===== config.mk =====
export PLATFORM = sky130hd
export DESIGN_NAME = tdm_demux_flat
export DESIGN_NICKNAME = d
export VERILOG_FILES = /design/src/rtl/tdm_demux_if.sv /design/src/rtl/tdm_demux.sv /design/src/flat_wrapper.sv
export SDC_FILE = /design/constraint.sdc
export NUM_CORES = 1
export LEC_CHECK = 0
export CAP_MARGIN = 40
export CORE_MARGIN = 2
export CORE_UTILIZATION = 51
export CTS_CLUSTER_DIAMETER = 120
export DETAILED_ROUTE_END_ITERATION = 16
export PLACE_DENSITY = 0.9
export SYNTH_ARGS = -nofsm -noshare
export SYNTH_HDL_FRONTEND = slang
export SYNTH_SLANG_ARGS = --single-unit

===== constraint.sdc =====
create_clock -name clk -period 1.7 [get_ports clk]
set_clock_uncertainty 0.2 [all_clocks]
set_input_delay 0.255 -clock clk [delete_from_list [all_inputs] [get_ports clk]]
set_output_delay 0.255 -clock clk [all_outputs]
set_load 0.01 [all_outputs]

===== src/rtl/tdm_demux_if.sv =====
// Bus bundle for the TDM demultiplexer: serial word input and parallel frame output.
//
// Handshake: in_valid qualifies in_sof and in_data for the cycle it is high;
// there is no ready, so the demux accepts every valid word. out_valid and
// frame_err are single-cycle pulses; out_data is held between completions.
interface tdm_demux_if #(
  parameter int WIDTH = 8,
  parameter int LANES = 4
);
  logic                   in_valid;
  logic                   in_sof;
  logic [WIDTH-1:0]       in_data;
  logic [LANES*WIDTH-1:0] out_data;
  logic                   out_valid;
  logic                   frame_err;

  // Source side: drives the serial stream, observes the frame output.
  modport master (
    output in_valid, in_sof, in_data,
    input  out_data, out_valid, frame_err
  );

  // Demux side.
  modport slave (
    input  in_valid, in_sof, in_data,
    output out_data, out_valid, frame_err
  );
endinterface


===== src/rtl/tdm_demux.sv =====
// Time-division demultiplexer: collects LANES serial words into a shadow
// buffer and publishes the whole frame atomically on completion. The final
// word bypasses the shadow so the frame appears on the edge that samples it.
module tdm_demux #(
  parameter int WIDTH = 8,
  parameter int LANES = 4
) (
  input  logic        clk,
  input  logic        reset,
  tdm_demux_if.slave  bus,
  output logic        fsm_state  // 0 = IDLE, 1 = COLLECT
);
  localparam int SLOT_W = $clog2(LANES);
  localparam logic [SLOT_W-1:0] LAST_SLOT = SLOT_W'(LANES - 1);

  typedef enum logic { IDLE = 1'b0, COLLECT = 1'b1 } state_t;

  state_t                          state, state_n;
  logic [SLOT_W-1:0]               slot, slot_n;
  logic [LANES-2:0][WIDTH-1:0]     shadow, shadow_n;
  logic [LANES*WIDTH-1:0]          out_data_q, out_data_n;
  logic                            out_valid_q, out_valid_n;
  logic                            frame_err_q, frame_err_n;

  // State and output registers; reset wins over every input.
  always_ff @(posedge clk) begin
    if (reset) begin
      state       <= IDLE;
      slot        <= '0;
      shadow      <= '0;
      out_data_q  <= '0;
      out_valid_q <= 1'b0;
      frame_err_q <= 1'b0;
    end else begin
      state       <= state_n;
      slot        <= slot_n;
      shadow      <= shadow_n;
      out_data_q  <= out_data_n;
      out_valid_q <= out_valid_n;
      frame_err_q <= frame_err_n;
    end
  end

  // Next-state logic: cycles without in_valid leave everything but the pulses untouched.
  always_comb begin
    state_n     = state;
    slot_n      = slot;
    shadow_n    = shadow;
    out_data_n  = out_data_q;
    out_valid_n = 1'b0;
    frame_err_n = 1'b0;
    if (bus.in_valid) begin
      unique case (state)
        IDLE: begin
          // Words outside a frame are dropped silently.
          if (bus.in_sof) begin
            shadow_n[0] = bus.in_data;
            slot_n      = SLOT_W'(1);
            state_n     = COLLECT;
          end
        end
        COLLECT: begin
          if (bus.in_sof) begin
            // Early start: abandon the partial frame, restart at slot 0.
            frame_err_n = 1'b1;
            shadow_n[0] = bus.in_data;
            slot_n      = SLOT_W'(1);
          end else if (slot == LAST_SLOT) begin
            out_data_n  = {bus.in_data, shadow};
            out_valid_n = 1'b1;
            slot_n      = '0;
            state_n     = IDLE;
          end else begin
            for (int i = 0; i < LANES - 1; i++) begin
              if (slot == SLOT_W'(i)) shadow_n[i] = bus.in_data;
            end
            slot_n = slot + SLOT_W'(1);
          end
        end
        default: state_n = IDLE;
      endcase
    end
  end

  assign bus.out_data  = out_data_q;
  assign bus.out_valid = out_valid_q;
  assign bus.frame_err = frame_err_q;
  assign fsm_state     = state;
endmodule

===== src/flat_wrapper.sv =====
// flat-port wrapper written by rule: the top's interface ports become plain ports
module tdm_demux_flat 
#(
  parameter int WIDTH = 8,
  parameter int LANES = 4
)
  (clk, reset, fsm_state, bus_in_valid, bus_in_sof, bus_in_data, bus_out_data, bus_out_valid, bus_frame_err);
  tdm_demux_if #(.WIDTH(WIDTH), .LANES(LANES)) bus_i ();
  input  logic clk;
  input  logic reset;
  output logic fsm_state;
  input wire logic [$bits(bus_i.in_valid)-1:0] bus_in_valid;
  input wire logic [$bits(bus_i.in_sof)-1:0] bus_in_sof;
  input wire logic [$bits(bus_i.in_data)-1:0] bus_in_data;
  output wire logic [$bits(bus_i.out_data)-1:0] bus_out_data;
  output wire logic [$bits(bus_i.out_valid)-1:0] bus_out_valid;
  output wire logic [$bits(bus_i.frame_err)-1:0] bus_frame_err;
  assign bus_i.in_valid = bus_in_valid;
  assign bus_i.in_sof = bus_in_sof;
  assign bus_i.in_data = bus_in_data;
  assign bus_out_data = bus_i.out_data;
  assign bus_out_valid = bus_i.out_valid;
  assign bus_frame_err = bus_i.frame_err;
  tdm_demux #(.WIDTH(WIDTH), .LANES(LANES)) u_core (.clk(clk), .reset(reset), .bus(bus_i), .fsm_state(fsm_state));
endmodule

==> impl_metrics.yaml <==
run_status:
  outcome: "complete, no violations"
setup_path:
  worstPathRequired_ns: 1.24
  cp_data_arrival_time_ns: 1.21
  critPathKind: "flop to output pin"
  critPathLaunch: "u_core.bus.out_data[26]"
  cp_max_fo: 2
  critPathMaxStageDelay_ns: 0.54
  r2r-start: "u_core.slot[0]"
  slowest_stage: "clkdlybuf4s50_1"
  path_cells: "clkdlybuf4s50_1"
  start_kind: "flop"
  cp-end-kind: "output pin"
  crit_buf_inv: 1
  path_delay_family: "buffers and inverters"
route:
  drc: 0
  vias_per_cell: 5.143
  routed_wl_um: 4898
  drtIter0Drc: 85
  dr.max_layer_used: "met4"
  met1_length_um: 2101
  drtPass1Iterations: 4
  met3_length_um: 268
  wl_per_cell_um: 13.24
  wl_met2_um: 2464
  vias: 1903
  ant_nets: 0
clock_network:
  cts_tree: "built"
  cts_num_sinks: 61
  htree_levels: 3
  root_buffer: "clkbuf_8"
  clkTransAtPathRegs_ns: 0.06
  cts-buffers-inserted: 9
  ctsHoldBuffers: 0
  insertion_delay_ns: 0.33
  clock_path_buffers: 2
synth:
  post_synth_num_cell_types: 21
  syn-num-nets: 279
  ys_warn_count: 0
  avgSynthCellArea_sq_um: 9.121
  syn-cell-area_sq_mm: 0.002390
  synth_cells: 262
  ys_ff_latch: 61
  ys_seq_area_share_pct: 51.10
floorplanning:
  rows: 24
  die_h_um: 72.46
  core_area_sq_mm: 0.004444
  ios: 47
  start_util_pct: 53.77
  dieArea_sq_mm: 0.005250
  die_width_um: 72.46
sta:
  tightest_slew_ns: 0.4844
  slew_headroom_pct: 67.71
  hold_viol: 0
  finalSetupViolations: 0
  min_period_ns: 1.662
  hold_ws_ns: 0.1880
  drv_slew: 0
  final.period_utilization_pct: 97.75
  max_freq_ghz: 0.6018
layout:
  area_growth_pct: 30.47
  finalNetCount: 331
  drive_above_1_share_pct: 10.38
  utilization_pct: 70.16
  n_antenna_cell: 0
  fillers: 365
global_routing:
  antenna_found_initial: 0
  grt_max_degree: 32
  grt.total_usage_pct: 19.78
  overflow: 0
  grt_pass1_wl_um: 7893
  grt_pass1_vias: 1802
placed_design:
  io_buffer_count: 46
  dp_hpwl_um: 3449
  place_congestion: 0.8040
power_and_ir_drop:
  power_density_mw_per_mm2: 858.4
  leakage_uw: 0.001310
  ir_worst_vdd_mv: 0.4451
run:
  cap_violations: 0
hold_path:
  hold_start: "reset"
  min_path_type: "input port to flop"
-- layer usage --
metal	vias to the layer above	global-route usage [%]
met1	894	22.35
li1	957	-
met5	-	0
met4	0	6.173
met2	44	34.35
met3	8	7.778
-- cells in the mapped netlist --
library cell  instances  area [sq um]
and4bb_4              1         16.27
nand2b_1             32         200.2
nand2_1              72         270.3
nor4b_1               1         8.760
nor3b_1               2         15.01
buf_6                 2         22.52
ha_1                  5         62.56
buf_1                 2         7.510
and4b_1               1         10.01
o21ai_0               2         10.01
buf_2                 6         30.03
inv_1                 2         7.510
and2_1                1         6.260
mux2i_1              24         240.2
clkbuf_1              4         15.01
nand4b_1              3         26.28
dfxtp_1              61          1221
a21oi_1              35         175.2
nand2_2               1         6.260
and2_4                1         8.760
buf_4                 4         30.03
-- report_power, final --
| part | switching (uW) | internal, uW |
|---|---|---|
| clock | 509 | 557 |
| sequential | 14.4 | 1450 |
| combinational | 71.9 | 75.8 |
| total | 595 | 2080 |
-- cell type report --
cell class	instances	area [sq um]	area share (%)
inverter	2	7.507	0.2408
timing repair buffer	59	601.8	19.30
multi-input combinational	181	1061	34.03
clock inverter	2	10.01	0.3210
clock buffer	13	148.9	4.775
tap	52	65.06	2.087
sequential	61	1224	39.25
-- path summary, 6_finish.rpt --
check                           slack, ns                       to  cells past startpoint
worst max-delay path                 0.04         bus_out_data[26]                      1
worst min-delay path                 0.19  u_core.bus.out_data[15]                      2
worst max register to register       0.11         u_core.shadow[0]                      6
worst min register to register       0.25  u_core.bus.out_data[22]                      2
-- kinds of logic (layout without fill, tap and decap cells) --
kind of cell	count (synthesis)	after routing	share of synthesized area [%]
buf+inv	20	76	4.712
flops	61	61	51.10
fa+ha+maj	5	5	2.618
simple gates	115	115	23.77
compound gates	37	37	7.749
mux	24	24	10.05
-- through the flow --
| stage | TNS [ns] | instances | instance area [sq um] | power [uW] | worst slack, ns |
|---|---|---|---|---|---|
| 2_1_floorplan | 0 | 262 | 2390 | 1570 | 0.1551 |
| 3_3_place_gp | -0.9732 | 355 | 2928 | 1636 | -0.08377 |
| 3_5_place_dp | -3.663 | 355 | 2928 | 1639 | -0.1548 |
| 4_1_cts | 0 | 370 | 3087 | 2697 | 0.0004474 |
| 5_1_grt | -0.005042 | 370 | 3118 | 2766 | -0.005042 |
| 6_report | 0 | 370 | 3118 | 2676 | 0.03832 |
-- sequential cells by signal (all words and copies together) (netlist names) --
| signal | flops |
|---|---|
| u_core.fsm_state | 1 |
| u_core.bus.frame_err | 1 |
| u_core.slot | 2 |
| u_core.shadow | 24 |
| u_core.bus.out_valid | 1 |
| u_core.bus.out_data | 32 |
-- placed cells by master (no fill, tap or decap) --
master,n
nand4b_1,3
dlygate4sd2_1,1
clkdlybuf4s50_1,34
and4bb_4,1
and4b_1,1
mux2i_1,24
buf_2,1
dfxtp_1,59
buf_12,2
a21oi_1,35
nand2_1,72
ha_1,4
dfxtp_2,2
nand2_2,1
buf_4,11
ha_2,1
nand2b_1,32
clkbuf_8,10
inv_1,2
nor3b_1,2
nor4b_1,1
o21ai_0,2
dlymetal6s2s_1,10
and2_4,2
clkinv_2,2
clkbuf_1,3
-- repair_timing --
item	in CTS	in global routing
resized for setup	2	14
endpoints found under the setup margin	1	23
cloned	0	0
buffers inserted	0	0
Power figures use the tool's default switching activity.
